$ cat src/rtl/pipeline_hazard_ctrl.sv
// Stall/flush controller for an N-stage pipeline.
// Covers imem/dmem misses, load-use bubbles and branch redirects.
module pipeline_hazard_ctrl #(
    parameter int N_STAGES    = 6,
    parameter int LU_STAGE    = 3,
    parameter int REDIR_STAGE = 4,
    parameter int MEM_STAGE   = 5,
    parameter int LU_BUBBLES  = 1,
    parameter int ADDR_W      = 32,
    parameter int CNT_W       = 32
) (
    input  logic                clk,
    input  logic                reset_n,
    input  logic                imem_miss,
    input  logic                dmem_miss,
    input  logic                load_use_req,
    input  logic                redirect_valid,
    input  logic [ADDR_W-1:0]   redirect_target,
    output logic [N_STAGES-1:0] stall_o,
    output logic [N_STAGES-1:0] flush_o,
    output logic                redirect_take,
    output logic [ADDR_W-1:0]   redirect_pc,
    output logic [CNT_W-1:0]    stall_cycles,
    output logic [CNT_W-1:0]    redirect_count
);

    generate
        if (!(0 < LU_STAGE && LU_STAGE < REDIR_STAGE &&
              REDIR_STAGE <= MEM_STAGE && MEM_STAGE < N_STAGES &&
              LU_BUBBLES >= 1)) begin : g_bad_params
            $error("pipeline_hazard_ctrl: illegal stage parameters");
        end
    endgenerate

    localparam int LU_W = (LU_BUBBLES > 1) ? $clog2(LU_BUBBLES) : 1;
    localparam logic [LU_W-1:0] LU_INIT = LU_W'(LU_BUBBLES - 1);
    localparam logic [LU_W-1:0] LU_ONE  = LU_W'(1);

    localparam logic [N_STAGES-1:0] ONE       = N_STAGES'(1);
    localparam logic [N_STAGES-1:0] MEM_MASK  = (ONE << (MEM_STAGE + 1)) - ONE;
    localparam logic [N_STAGES-1:0] LU_MASK   = (ONE << (LU_STAGE + 1)) - ONE;
    localparam logic [N_STAGES-1:0] LU_FLUSH  = ONE << (LU_STAGE + 1);
    localparam logic [N_STAGES-1:0] RD_FLUSH  = ((ONE << REDIR_STAGE) - ONE) & ~ONE;

    typedef enum logic [1:0] {
        RUN,
        LU_HOLD,
        REDIR_PEND
    } state_t;

    state_t              r_state;
    state_t              w_next;
    logic [LU_W-1:0]     r_lu_cnt;
    logic [LU_W-1:0]     w_lu_cnt;
    logic [ADDR_W-1:0]   r_pend_pc;
    logic [ADDR_W-1:0]   w_pend_pc;
    logic [N_STAGES-1:0] w_stall;
    logic [N_STAGES-1:0] w_flush;
    logic                w_take;
    logic [ADDR_W-1:0]   w_pc;
    logic [CNT_W-1:0]    r_stall_cycles;
    logic [CNT_W-1:0]    r_redirect_count;

    // Priority hazard decode: dmem freeze, redirect, load-use, imem miss
    always_comb begin
        w_next    = r_state;
        w_lu_cnt  = r_lu_cnt;
        w_pend_pc = r_pend_pc;
        w_stall   = '0;
        w_flush   = '0;
        w_take    = 1'b0;
        w_pc      = '0;
        if (!reset_n) begin
            w_next = RUN;
        end else if (dmem_miss) begin
            w_stall = MEM_MASK;
        end else if (redirect_valid || r_state == REDIR_PEND) begin
            w_flush  = RD_FLUSH;
            w_lu_cnt = '0;
            if (!imem_miss) begin
                w_take = 1'b1;
                w_pc   = redirect_valid ? redirect_target : r_pend_pc;
                w_next = RUN;
            end else begin
                w_stall = ONE;
                if (redirect_valid) begin
                    w_pend_pc = redirect_target;
                end
                w_next = REDIR_PEND;
            end
        end else if (load_use_req || r_state == LU_HOLD) begin
            w_stall = LU_MASK;
            w_flush = LU_FLUSH;
            if (load_use_req) begin
                w_lu_cnt = LU_INIT;
                w_next   = (LU_BUBBLES > 1) ? LU_HOLD : RUN;
            end else begin
                w_lu_cnt = (r_lu_cnt != '0) ? r_lu_cnt - LU_ONE : '0;
                w_next   = (r_lu_cnt <= LU_ONE) ? RUN : LU_HOLD;
            end
        end else if (imem_miss) begin
            w_stall = ONE;
            w_flush = ONE << 1;
        end
        if (w_stall[1]) begin
            w_flush[1] = 1'b0;
        end
    end

    // FSM state, bubble count and pending redirect target
    always_ff @(posedge clk or negedge reset_n) begin
        if (!reset_n) begin
            r_state   <= RUN;
            r_lu_cnt  <= '0;
            r_pend_pc <= '0;
        end else begin
            r_state   <= w_next;
            r_lu_cnt  <= w_lu_cnt;
            r_pend_pc <= w_pend_pc;
        end
    end

    // Saturating performance counters
    always_ff @(posedge clk or negedge reset_n) begin
        if (!reset_n) begin
            r_stall_cycles   <= '0;
            r_redirect_count <= '0;
        end else begin
            if (w_stall[0] && r_stall_cycles != '1) begin
                r_stall_cycles <= r_stall_cycles + CNT_W'(1);
            end
            if (w_take && r_redirect_count != '1) begin
                r_redirect_count <= r_redirect_count + CNT_W'(1);
            end
        end
    end

    assign stall_o        = w_stall;
    assign flush_o        = w_flush;
    assign redirect_take  = w_take;
    assign redirect_pc    = w_pc;
    assign stall_cycles   = r_stall_cycles;
    assign redirect_count = r_redirect_count;

endmodule

$ cat config.mk
export PLATFORM = sky130hd
export DESIGN_NAME = pipeline_hazard_ctrl
export DESIGN_NICKNAME = d
export VERILOG_FILES = /design/src/rtl/pipeline_hazard_ctrl.sv
export SDC_FILE = /design/constraint.sdc
export NUM_CORES = 1
export LEC_CHECK = 0
export CORE_ASPECT_RATIO = 1.75
export CORE_MARGIN = 2
export CORE_UTILIZATION = 49
export CTS_BUF_LIST = sky130_fd_sc_hd__clkbuf_8
export DETAILED_ROUTE_END_ITERATION = 12
export PLACE_DENSITY = 0.91
export SLEW_MARGIN = 20
export SYNTH_ARGS = -nofsm -noshare
export SYNTH_HDL_FRONTEND = slang
export SYNTH_SLANG_ARGS = --single-unit
$ cat constraint.sdc
create_clock -name clk -period 2.2 [get_ports clk]
set_input_delay 0.33 -clock clk [delete_from_list [all_inputs] [get_ports clk]]
set_output_delay 0.33 -clock clk [all_outputs]
set_load 0.005 [all_outputs]
==> metrics.yaml, run 1 <==
run_status:
  outcome: "finished clean"
power:
  power.internal_mw: 3.027
  clkPwrFrac: 0.259
  power_switching_mw: 1.136
  p_total_mw: 4.163
  power_density_nw_per_um2: 593.5
  p_seq_frac: 0.534
  ir_drop_mv: 0.4928
  p_leak_nw: 3.411
  power_frac_comb: 0.207
  switching_share: 0.2729
critical_path:
  cp.arrival_ns: 1.83
  required_ns: 1.87
  cp_slowest_cell: "clkdlybuf4s50_1"
  path_cells: "buf_4 -> nor3b_4 -> o21ai_1 -> clkinv_1 -> clkdlybuf4s50_1"
  end_kind: "output pin"
  critical_path.max_stage_delay_ns: 0.50
  crit_buf_inv: 3
  crit_family: "buffers and inverters"
  critPathKind: "flop to output pin"
  cp-start-kind: "flop"
  critPathMaxFanout: 3
synth:
  synth-compound-area-share: 0.01986
  ys.flop_type: "dfrtp_1"
  synthDistinctLibCells: 51
  syn_inst: 447
  synthArstFlopShare: 1.000
  synthTopCellsByArea: "dfrtp_1 (49%), mux2_2 (7.5%), xnor2_1 (7.0%), mux2i_1 (6.4%), nor2_1 (3.4%)"
  synthAdderAreaFrac: 0.005029
  avgSynthCellArea_um2: 11.13
  post-synth-top-count-cell: "dfrtp_1"
  synth-edff-count: 0
  synth-seq-area-share: 0.4878
  synth_top_family_by_area: "simple AND/OR/NAND/NOR gates"
  synth_xor_area_frac: 0.1036
  yosysTopAreaCellShare: 0.4878
  synth_mux_area_frac: 0.1413
  yosysTopAreaCell: "dfrtp_1"
  ys_warn_count: 0
  syn_area_um2: 4976
  synth_simple_gate_area_share: 0.2155
  ys_seq_elements: 97
  synthTopCellsByCount: "dfrtp_1 (97), nor2_1 (45), xnor2_1 (40), mux2_2 (33), mux2i_1 (32)"
cts:
  clock_path_buffers: 2
  clk_pin_slew_ns: 0.09
  h-tree-depth: 3
  clock-root-buffer: "clkbuf_8"
  cts_tree: "built"
  numCtsBuffers: 9
  clock-sinks: 97
  clk_latency_ns: 0.37
timing:
  worst_slew_pin_slew_ns: 0.7167
  finalCriticalPeriod_ns: 2.164
  hold-worst-slack_ns: 0.1759
  fin_worst_skew_ns: 0.01395
  rsz0062_at_grt: "true"
  slew_headroom: 0.5206
  final_max_slew_viol_count: 0
  finalHoldViolations: 0
  fin_setup_tns_ns: 0
  max_freq_mhz: 462.1
  fin_crit_sh: 0.9836
  layout_setup_ws_ns: 0.03610
  finalSetupViolations: 0
detailed_routing:
  wire_per_inst_um: 17.84
  ant_nets: 0
  num_vias: 4134
  drt-total-wl_um: 13350
  via_per_inst: 5.527
  route.detailed.drc: 0
  first_pass_iters: 4
  drtIter0Drc: 229
final_layout:
  syn2layout_area_growth_pct: 40.96
  antenna_cells: 0
  post-route-util: 0.7121
  layout.nets: 658
  regArea_um2: 2427
  multi_input_area_um2: 2459
  drive_above_1_share: 0.1862
  fillCellCount: 691
placed_design:
  gp_congestion: 0.8850
  port_buffers: 144
  dp_hpwl_um: 9763
  place_ws_ns: -0.2829
floorplan:
  dieArea_um2: 11010
  num_rows: 48
  core_area_um2: 9849
  ios: 147
  start_util: 0.5052
  fp.dieW_um: 80.18
  die_height_um: 137.3
global_routing:
  grt_remaining_overflow: 0
  grt_pass1_wl_um: 21120
  antenna_found_initial: 0
  grt_usage: 0.2492
  grt_start_max_net_pins: 47
  grt_pass1_vias: 4285
worst_hold_path:
  worst_hold_path_type: "input port to async pin"
job:
  cap_viol_max_count: 0
[tightest hold or removal path, stage by stage]
cell and delay [ns]:
buf_4 0.10, buf_4 0.15, buf_4 0.41
[repair_timing]
| action | CTS | global route |
|---|---|---|
| hold buffers | 1 | 0 |
| setup buffers | 3 | 5 |
| gates resized for setup | 30 | 41 |
| hold endpoints to repair | 16 | 0 |
| pin swaps | 2 | 2 |
| cloned | 1 | 0 |
| endpoints found under the setup margin | 40 | 34 |
[cells by family (layout without fill, tap and decap cells)]
kind of cell,Yosys count,after routing
adder cells (fa/ha/maj),2,2
buffers and inverters,25,200
AO/OA/AOI/OAI,13,13
flip-flops,97,97
XOR/XNOR,58,58
other,1,2
AND/OR/NAND/NOR,185,185
multiplexers,66,66
[stage by stage]
step	std cells	instance area, um^2
floorplan	448	4980
global placement	722	6676
detailed placement	722	6676
CTS	743	6923
global route	748	7014
finish	748	7014
[power groups by stage]
stage,Sequential [mW],Clock (mW),Combinational [mW]
after floorplan,2.22,0,0.401
after global routing,2.25,1.19,0.942
final,2.22,1.08,0.862
after detailed placement,2.25,0,0.857
after CTS,2.22,1.10,0.866
after global placement,2.23,0,0.815
[cell type report]
type                       count  area share
clock inverter                 5    0.004281
timing repair buffer         180      0.2529
clock buffer                  11     0.02158
sequential                    97      0.3461
inverter                       4    0.002319
multi-input combinational    326      0.3505
tap                          125     0.02230
[sequential cells by signal, indices dropped and copies added (netlist names)]
| name | cells |
|---|---|
| redirect_count | 32 |
| r_pend_pc | 32 |
| stall_cycles | 32 |
| r_state | 1 |
[layout by cell type, fill, tap and decap left out, types with 14 or more instances in the layout]
cell / synthesis / routed
mux2i_1: 32 / 32
nand2_1: 21 / 21
dlygate4sd2_1: 0 / 16
buf_4: 7 / 29
nand3_1: 24 / 24
xor2_1: 17 / 17
clkdlybuf4s50_1: 0 / 104
xnor2_1: 40 / 40
dfrtp_1: 97 / 97
and3_1: 14 / 14
dlymetal6s2s_1: 0 / 16
nor2_1: 45 / 41
nand4_1: 25 / 25
mux2_2: 33 / 33
[final timing paths]
kind	from	cells after the start	to	slack [ns]
worst max-delay path	r_state[1]$_DFFE_PN0P_	5	stall_o[0]	0.04
worst min-delay path	reset_n	3	stall_cycles[31]$_DFFE_PN0P_	0.18
worst min register to register	stall_cycles[15]$_DFFE_PN0P_	1	stall_cycles[15]$_DFFE_PN0P_	0.51
worst max register to register	redirect_count[0]$_DFFE_PN0P_	8	redirect_count[6]$_DFFE_PN0P_	0.09
min in group clk	stall_cycles[15]$_DFFE_PN0P_	1	stall_cycles[15]$_DFFE_PN0P_	0.51
max in group asynchronous	reset_n	3	r_pend_pc[26]$_DFFE_PN0P_	1.02
[layer usage]
metal	global-route usage	wire (um)
met1	0.2706	4972
met2	0.4602	7267
met3	0.03735	580
met4	0.1252	526
met5	0	0
Power figures use the tool's default switching activity.
==> run 2: changes to the inputs <==
--- a/config.mk
+++ b/config.mk
@@ -9,6 +9,7 @@
 export CORE_MARGIN = 2
 export CORE_UTILIZATION = 49
 export CTS_BUF_LIST = sky130_fd_sc_hd__clkbuf_8
+export CTS_CLUSTER_DIAMETER = 150
 export DETAILED_ROUTE_END_ITERATION = 12
 export PLACE_DENSITY = 0.91
 export SLEW_MARGIN = 20
==> results of run 2 <==
The final DEF is identical to that of run 1; final timing and power are the same.
==> run 3: changes to the inputs <==
--- a/config.mk
+++ b/config.mk
@@ -5,6 +5,7 @@
 export SDC_FILE = /design/constraint.sdc
 export NUM_CORES = 1
 export LEC_CHECK = 0
+export CAP_MARGIN = 20
 export CORE_ASPECT_RATIO = 1.75
 export CORE_MARGIN = 2
 export CORE_UTILIZATION = 49
==> results of run 3 <==
The final DEF is identical to that of run 1; final timing and power are the same.
